--- src/rtl/n25q_target.sv ---
// SPI mode-0 flash responder emulating the N25Q command subset on a byte-wide memory port.
// Latency: ~3 ifclk from an sclk edge to its effect; mem_we one cycle after the 8th data rise. Backpressure: none, memory must accept every strobe.
module n25q_target #(
    parameter int          ADDR_W   = 24,
    parameter logic [23:0] JEDEC_ID = 24'h20BA18
) (
    input  logic              ifclk,
    input  logic              resetb,
    input  logic              sclk,
    input  logic              csb,
    input  logic              mosi,
    output logic              miso,
    output logic              miso_oe,
    output logic [ADDR_W-1:0] mem_addr,
    output logic              mem_re,
    input  logic [7:0]        mem_rdata,
    output logic              mem_we,
    output logic [7:0]        mem_wdata,
    output logic              wel
);
    typedef enum logic [2:0] {S_CMD, S_ADDR, S_DUMMY, S_DOUT, S_DIN, S_IGNORE} state_t;
    localparam logic [1:0] SRC_MEM = 2'd0, SRC_ID = 2'd1, SRC_SR = 2'd2;
    localparam logic [1:0] WOP_NONE = 2'd0, WOP_SET = 2'd1, WOP_CLR = 2'd2;

    state_t            state_q, state_d;
    logic [2:0]        sclk_sync_q, sclk_sync_d, csb_sync_q, csb_sync_d;
    logic [1:0]        mosi_sync_q, mosi_sync_d;
    logic [4:0]        bit_cnt_q, bit_cnt_d;
    logic [22:0]       rx_q, rx_d;
    logic [7:0]        op_q, op_d, tx_q, tx_d, buf_q, buf_d, wdata_q, wdata_d;
    logic [1:0]        src_q, src_d, id_idx_q, id_idx_d, wel_op_q, wel_op_d;
    logic [ADDR_W-1:0] addr_q, addr_d;
    logic              miso_q, miso_d, re_q, re_d, we_q, we_d, rd_cap_q, rd_cap_d, wel_q, wel_d;

    logic        rise, fall, csb_s, csb_rise, mosi_s, byte_end;
    logic [23:0] rx_full;
    logic [7:0]  byte_out;

    assign rise     = sclk_sync_q[1] & ~sclk_sync_q[2];
    assign fall     = ~sclk_sync_q[1] & sclk_sync_q[2];
    assign csb_s    = csb_sync_q[1];
    assign csb_rise = csb_sync_q[1] & ~csb_sync_q[2];
    assign mosi_s   = mosi_sync_q[1];
    assign rx_full  = {rx_q, mosi_s};
    assign byte_end = (bit_cnt_q == ((state_q == S_ADDR) ? 5'd23 : 5'd7));

    always_ff @(posedge ifclk or negedge resetb) begin
        if (!resetb) state_q <= S_CMD;
        else         state_q <= state_d;
    end

    always_comb begin
        state_d = state_q;
        if (csb_s) begin
            state_d = S_CMD;
        end else if (rise && byte_end) begin
            case (state_q)
                S_CMD: begin
                    case (rx_full[7:0])
                        8'h9F, 8'h05:        state_d = S_DOUT;
                        8'h03, 8'h0B, 8'h02: state_d = S_ADDR;
                        default:             state_d = S_IGNORE;
                    endcase
                end
                S_ADDR: begin
                    if (op_q == 8'h0B)      state_d = S_DUMMY;
                    else if (op_q == 8'h02) state_d = wel_q ? S_DIN : S_IGNORE;
                    else                    state_d = S_DOUT;
                end
                S_DUMMY: state_d = S_DOUT;
                default: state_d = state_q;
            endcase
        end
    end

    always_comb begin
        miso    = (state_q == S_DOUT) && miso_q;
        miso_oe = ~csb_s;
    end

    always_comb begin
        case (id_idx_q)
            2'd0:    byte_out = JEDEC_ID[23:16];
            2'd1:    byte_out = JEDEC_ID[15:8];
            2'd2:    byte_out = JEDEC_ID[7:0];
            default: byte_out = 8'h00;
        endcase
        if (src_q == SRC_SR)       byte_out = {6'b0, wel_q, 1'b0};
        else if (src_q == SRC_MEM) byte_out = buf_q;
    end

    always_comb begin
        sclk_sync_d = {sclk_sync_q[1:0], sclk};
        csb_sync_d  = {csb_sync_q[1:0], csb};
        mosi_sync_d = {mosi_sync_q[0], mosi};
        bit_cnt_d   = bit_cnt_q;
        rx_d        = rx_q;
        op_d        = op_q;
        tx_d        = tx_q;
        src_d       = src_q;
        id_idx_d    = id_idx_q;
        wel_op_d    = wel_op_q;
        wel_d       = wel_q;
        addr_d      = addr_q;
        wdata_d     = wdata_q;
        re_d        = 1'b0;
        we_d        = 1'b0;
        rd_cap_d    = re_q;
        buf_d       = rd_cap_q ? mem_rdata : buf_q;
        miso_d      = (state_q == S_DOUT) ? miso_q : 1'b0;

        // Page-wrapped advance happens while the write strobe is out, so mem_addr is stable under it.
        if (we_q) addr_d[7:0] = addr_q[7:0] + 8'd1;

        if (csb_rise) begin
            if (wel_op_q == WOP_SET)      wel_d = 1'b1;
            else if (wel_op_q == WOP_CLR) wel_d = 1'b0;
            wel_op_d = WOP_NONE;
        end

        if (csb_s) begin
            bit_cnt_d = 5'd0;
        end else begin
            if (rise) begin
                rx_d      = rx_full[22:0];
                bit_cnt_d = byte_end ? 5'd0 : bit_cnt_q + 5'd1;
                if (byte_end) begin
                    case (state_q)
                        S_CMD: begin
                            op_d     = rx_full[7:0];
                            id_idx_d = 2'd0;
                            src_d    = (rx_full[7:0] == 8'h9F) ? SRC_ID :
                                       (rx_full[7:0] == 8'h05) ? SRC_SR : SRC_MEM;
                            if (rx_full[7:0] == 8'h06)                              wel_op_d = WOP_SET;
                            else if (rx_full[7:0] == 8'h04 || rx_full[7:0] == 8'h02) wel_op_d = WOP_CLR;
                        end
                        S_ADDR: begin
                            addr_d = rx_full[ADDR_W-1:0];
                            re_d   = (op_q == 8'h03);
                        end
                        S_DUMMY: re_d = 1'b1;
                        S_DOUT: begin
                            if (src_q == SRC_MEM) begin
                                addr_d = addr_q + ADDR_W'(1);
                                re_d   = 1'b1;
                            end
                        end
                        S_DIN: begin
                            we_d    = 1'b1;
                            wdata_d = rx_full[7:0];
                        end
                        default: ;
                    endcase
                end
            end
            if (fall && state_q == S_DOUT) begin
                if (bit_cnt_q == 5'd0) begin
                    miso_d = byte_out[7];
                    tx_d   = {byte_out[6:0], 1'b0};
                    if (src_q == SRC_ID && id_idx_q != 2'd3) id_idx_d = id_idx_q + 2'd1;
                end else begin
                    miso_d = tx_q[7];
                    tx_d   = {tx_q[6:0], 1'b0};
                end
            end
        end
    end

    always_ff @(posedge ifclk or negedge resetb) begin
        if (!resetb) begin
            sclk_sync_q <= 3'b000;
            csb_sync_q  <= 3'b111;
            mosi_sync_q <= 2'b00;
            bit_cnt_q   <= 5'd0;
            rx_q        <= '0;
            op_q        <= 8'h00;
            tx_q        <= 8'h00;
            buf_q       <= 8'h00;
            src_q       <= SRC_MEM;
            id_idx_q    <= 2'd0;
            wel_op_q    <= WOP_NONE;
            wel_q       <= 1'b0;
            addr_q      <= '0;
            wdata_q     <= 8'h00;
            re_q        <= 1'b0;
            we_q        <= 1'b0;
            rd_cap_q    <= 1'b0;
            miso_q      <= 1'b0;
        end else begin
            sclk_sync_q <= sclk_sync_d;
            csb_sync_q  <= csb_sync_d;
            mosi_sync_q <= mosi_sync_d;
            bit_cnt_q   <= bit_cnt_d;
            rx_q        <= rx_d;
            op_q        <= op_d;
            tx_q        <= tx_d;
            buf_q       <= buf_d;
            src_q       <= src_d;
            id_idx_q    <= id_idx_d;
            wel_op_q    <= wel_op_d;
            wel_q       <= wel_d;
            addr_q      <= addr_d;
            wdata_q     <= wdata_d;
            re_q        <= re_d;
            we_q        <= we_d;
            rd_cap_q    <= rd_cap_d;
            miso_q      <= miso_d;
        end
    end

    assign mem_addr  = addr_q;
    assign mem_re    = re_q;
    assign mem_we    = we_q;
    assign mem_wdata = wdata_q;
    assign wel       = wel_q;
endmodule
--- config.mk ---
export PLATFORM = sky130hd
export DESIGN_NAME = n25q_target
export DESIGN_NICKNAME = d
export VERILOG_FILES = /design/src/rtl/n25q_target.sv
export SDC_FILE = /design/constraint.sdc
export NUM_CORES = 1
export LEC_CHECK = 0
export ABC_AREA = 1
export CAP_MARGIN = 15
export CORE_MARGIN = 2
export CORE_UTILIZATION = 40
export DETAILED_ROUTE_END_ITERATION = 8
export GPL_TIMING_DRIVEN = 0
export SLEW_MARGIN = 20
export SYNTH_ARGS = -nofsm -noshare
export SYNTH_HDL_FRONTEND = slang
export SYNTH_SLANG_ARGS = --single-unit
--- constraint.sdc ---
create_clock -name ifclk -period 1.52 [get_ports ifclk]
set_input_delay 0.304 -clock ifclk [delete_from_list [all_inputs] [get_ports ifclk]]
set_output_delay 0.304 -clock ifclk [all_outputs]
set_load 0.005 [all_outputs]
# Word-level counts from Yosys, hierarchy flattened
# Cells that the tools add are included.
# classes
n_addsub	4
eq_ne	23
n_mux	51
bitwise	7
n_reduce_logical	23
# ops
op	n
8-bit two-way mux	7
24-bit case mux with 2 select lines	1
8-bit by 2-bit equality test with 1-bit output (second input constant)	4
2-bit two-way mux	15
24-bit by 1-bit adder with 24-bit output (second input constant)	1
8-bit by 3-bit equality test with 1-bit output (second input constant)	3
24-bit two-way mux	1
8-bit case mux with 3 select lines	1
5-bit two-way mux	4
8-bit by 4-bit equality test with 1-bit output (second input constant)	2
1-bit two-way mux	15
3-bit two-way mux	4
3-bit case mux with 3 select lines	1
8-bit by 1-bit adder with 8-bit output (second input constant)	1
8-bit equality test (second input constant)	1
2-bit AND reduction	4
4-bit AND reduction	2
2-bit nonzero test	4
2-bit by 1-bit equality test with 1-bit output (second input constant)	3
2-bit equality test (second input constant)	3
3-bit by 2-bit equality test with 1-bit output (second input constant)	2
3-bit case mux with 2 select lines	1
5-bit by 1-bit adder with 5-bit output (second input constant)	1
5-bit equality test	1
17 further kinds	26
# totals
register_bits	106
inputBits	13
output_inout_bits	37
word_cells	128

# Depth between registers and ports, before layout
# logic_depth
depth_word	9
depth_mapped	11
mapped_depth_nobuf	11

# Least setup slack after synthesis
# No wires, ideal clock.
# synth_path
path_kind	register to register
from	reg addr_q[0] (netlist: mem_addr[0])
to	reg addr_q[16] (netlist: mem_addr[16])
setup_ns	0.116
arrival_time_ns	1.454
t_required_ns	1.404
path_slack_ns	-0.051
stages_incl_launch_ff	11
path_buffers	0
period_less_slack_ns	1.571
cell_sequence	dfrtp_1 ha_1 nand2_1 nor2_1 nand2_1 nor2_1 nand3_1 nand3_1 nand2_1 nand2_1 nand2_1
# synth_via
elab_chain_len	3
# synth_rtl
item	line_no	rtl
start, declared	32	logic [ADDR_W-1:0] addr_q, addr_d;
start signal, assigned	202	addr_q <= addr_d;
24-bit by 1-bit adder with 24-bit output	144	addr_d = addr_q + ADDR_W'(1);
24-bit two-way mux	143	if (src_q == SRC_MEM) begin
24-bit case mux with 2 select lines	128	case (state_q)
# Every way passes these cells. The select of a mux whose other input is x is not followed.
# A chain may end at the register's enable or synchronous reset.

# Worst setup path after layout
# layout_path
from	reg state_q[2]
to	reg addr_q[13] (netlist: mem_addr[13])
# layout_via
elab_chain_len	4
elab_cells_between_ends	8
classes_between	eq/ne (4); mux (2); reduce/logical (2)
# layout_rtl
item	line_no	rtl
start, declared	25	state_t state_q, state_d;
start signal, assigned	49	else state_q <= state_d;
3-bit by 1-bit equality test with 1-bit output	45, 128	
5-bit two-way mux	45	assign byte_end = (bit_cnt_q == ((state_q == S_ADDR) ? 5'd23 : 5'd7));
5-bit equality test	45	
5-bit AND reduction (no source line)	--	
# Several ways; a longest one is shown, not always the timed one.

==> run metrics <==
status=finished, violations left; failing checks=negative setup slack; post-route cell area=0.007963 mm^2; leakage power=3.822 nW; Clk pwr share=39.8%; number of flops mapped to enable cells by yosys=0; Hold Crit Class=reg -> reg; Num CTS Buffers=9; Sink Count=105; drt wl/cell=15.83 um; critical path type=reg -> reg; switching pwr=0.001470 W; R2R Setup Slk=-0.17 ns; pre-CTS setup slack=-0.3362 ns; layout cells sized above 1=34.42%; final setup margin=-0.1749 ns; die height=121.3 um; Filler cells=1,179; TNS Setup=-5.013 ns; worst rel slew slack=71.17%; Reg power frac=52.5%; vias per std cell=5.187; Worst setup EP type=flop; Yosys Warn Count=0; die width=121.3 um; initial antenna violation count=0; CTS H-tree depth=3; # rows=42; hpwl dp=10.17 mm; Residual DRC=0; Die Area=0.01471 mm^2; antenna viol nets, final=0; HP Start=mosi_sync_q[0]; WP data arrival=1.94 ns; CTS max path bufs=2; synth top area cells=dfrtp_1 (46%), nand2_1 (14%), o21ai_0 (6.5%); RSZ-0062 raised after global routing=true; Ports=50; fmax=590.0 MHz; max_cap viols=0; Comb power frac=7.8%; CTS tree=done; leading area contributor after synthesis=dfrtp_1; pin count of the biggest net entering global routing=63; minimum clock period after layout=1.695 ns; R2R Path End=mem_addr[13]; worst-margin pin slew=0.4325 ns; synthesized area per cell=7.804 um^2; setup violators final=54; vias=5,358; hold depth=0; Peak VDD IR=0.4982 mV; Register-to-Register Path Depth=10; sw frac=26.32%; number of global-route vias before repair=5,297; # diodes=0; grt ovf=0; CP max stage delay=0.42 ns; cell area after synthesis=0.005502 mm^2; routed wire length=16.35 mm; Critical-path top delay cell=dfrtp_2; Initial DRC Count=437; CP cell instances=buf_8 -> inv_4 -> nand3_4 -> nand2_4 -> inv_4 -> nor2_4 -> nand4_4 -> buf_6 -> o21ai_2 -> nand2_1; top cell type's share of synthesized area=46.40%; Hold Path End=mosi_sync_q[1]; Port-buffer cells=49; RR Startpoint=state_q[2]; Detailed Routing Iterations Pass 1=5; pwr/cell area=701.5 mW/mm^2; Synthesized Nets=725; global-route wire length before repair=25.62 mm; register area share after synthesis=47.83%; CP Max Fanout=6; fin nets=872; Worst setup SP type=flop; most frequent cell on the critical path=inv_4; Distinct cells, synth=44; Total GRT Usage=22.19%; Synth Register Bits=105; area delta synth->final=44.74%; Post-DP Area=0.006246 mm^2; FF+latch area=0.002650 mm^2; placer congestion estimate=0.9325; Slew Limit Fails=0; core area=0.01335 mm^2; crit share post-route=111.5%; Starting Density=41.22%; Power Internal=0.004115 W; clk_skew=0.008944 ns; WP data required=1.77 ns; ys async rst share=100.0%; root buf cell=clkbuf_16; area of the multi-input gates=0.003048 mm^2; Clk Latency, worst-skew pair=0.36 ns; Syn Inst Count=705; Final Hold Fails=0; Most used DFF post-synth=dfrtp_1; CTS clk-pin slew, worst paths=0.08 ns
power by group through the flow:
stage / clock, W / sequential [W] / combinational [W]
finish: 0.00222 / 0.00293 / 0.000435
global route: 0.00236 / 0.00294 / 0.000487
floorplan: 0 / 0.00296 / 0.000192
global placement: 0 / 0.00298 / 0.000357
CTS: 0.00225 / 0.00292 / 0.000413
detailed placement: 0 / 0.00298 / 0.000371
critical path: cells and delay by family (launching register included):
family,cells,cell delay (ns)
AOI/OAI and AO/OA,1,0.12
and+or+nand+nor,5,0.60
DFF,1,0.42
buffers and inverters,4,0.45
layout by cell type (no fill, tap or decap), drive strengths merged, types with 2 or more instances in the layout:
master,synthesis,routed
a21oi,16,16
a22oi,3,3
and2,5,5
buf,10,98
clkbuf,7,17
clkdlybuf4s50,0,11
clkinv,1,9
dfrtp,102,102
dfstp,3,3
dlygate4sd2,0,24
dlymetal6s2s,0,9
ha,7,7
inv,83,82
mux2,6,6
mux2i,2,2
nand2,208,208
nand3,39,39
nand4,15,15
nor2,79,79
nor3,7,7
nor3b,2,2
o21ai,87,87
o21bai,3,3
o22ai,6,6
o31ai,2,2
xor2,4,4
cell type report:
cell class	count	share of cell area, %
multi-input combinational	499	38.28
buffer	17	1.776
sequential	105	33.28
clock inverter	7	0.5657
clock buffer	9	2.828
timing repair buffer	135	15.59
inverter	84	4.777
tap	176	2.766
timing repair inverter	1	0.1414
synthesized netlist by cell type (all sizes together) (7+ instances only):
cell and number:
buf 10, clkbuf 7, a21oi 16, o21ai 87, nor2 79, inv 83, nand3 39, nor3 7
ha 7, dfrtp 102, nand2 208, nand4 15
through the flow:
stage / power (W) / hold WS [ns] / cells / util, %
after floorplan: 0.003154 / 0.008409 / 705 / -
after global placement: 0.003334 / 0.3408 / 930 / 46.58
after detailed placement: 0.003349 / 0.2595 / 931 / 46.79
after CTS: 0.005586 / 0.3501 / 1010 / 54.65
after global routing: 0.005780 / 0.3518 / 1033 / 59.66
final: 0.005586 / 0.3500 / 1033 / 59.66
state kept, by name, indices dropped and copies added (netlist names), 3 cells and up:
| name | count |
|---|---|
| rx_q | 23 |
| sclk_sync_q | 3 |
| op_q | 8 |
| mem_addr | 24 |
| csb_sync_q | 3 |
| tx_q | 7 |
| state_q | 3 |
| bit_cnt_q | 5 |
| mem_wdata | 8 |
| buf_q | 8 |
repair_timing:
item | CTS | global route
buffers inserted | 59 | 21
gates cloned | 3 | 2
endpoints found under the setup margin | 92 | 91
pin swaps | 19 | 29
hold endpoints to repair | 42 | 0
gates resized for setup | 158 | 164
hold buffers | 1 | 0
worst max path at each step:
| stage | startpoint | endpoint | slack, ns | cells past startpoint |
|---|---|---|---|---|
| after global placement | resetb | mem_addr[23] | -3.86 | 1 |
| after detailed placement | mem_addr[0] | mem_addr[16] | -0.34 | 10 |
| after floorplan | mem_addr[0] | mem_addr[16] | 0.005 | 10 |
| after global routing | state_q[2] | mem_addr[8] | -0.22 | 11 |
| after CTS | bit_cnt_q[1] | mem_wdata[4] | -0.12 | 9 |
| final | state_q[2] | mem_addr[13] | -0.17 | 10 |
kinds of logic (layout without fill, tap and decap cells):
kind of cell             Yosys count  count (layout)  synth area share [%]
AO/OA/AOI/OAI                    122             122                 12.71
XOR/XNOR                           5               5                0.7960
adder cells (fa/ha/maj)            7               7                 1.592
buffers and inverters            101             253                 7.482
flip-flops                       105             105                 47.83
multiplexers                       8               8                 1.592
AND/OR/NAND/NOR                  357             357                 28.00
layer usage:
layer,routed length (um),share of wire [%],GRT usage [%],up-vias
met2,8103,50,36.31,154
met1,7161,44,28.87,2598
met5,0,0,0,-
li1,-,-,-,2580
met3,784,4.8,4.652,26
met4,299,1.8,8.549,0
No activity file was read; power rests on OpenSTA's default activity.
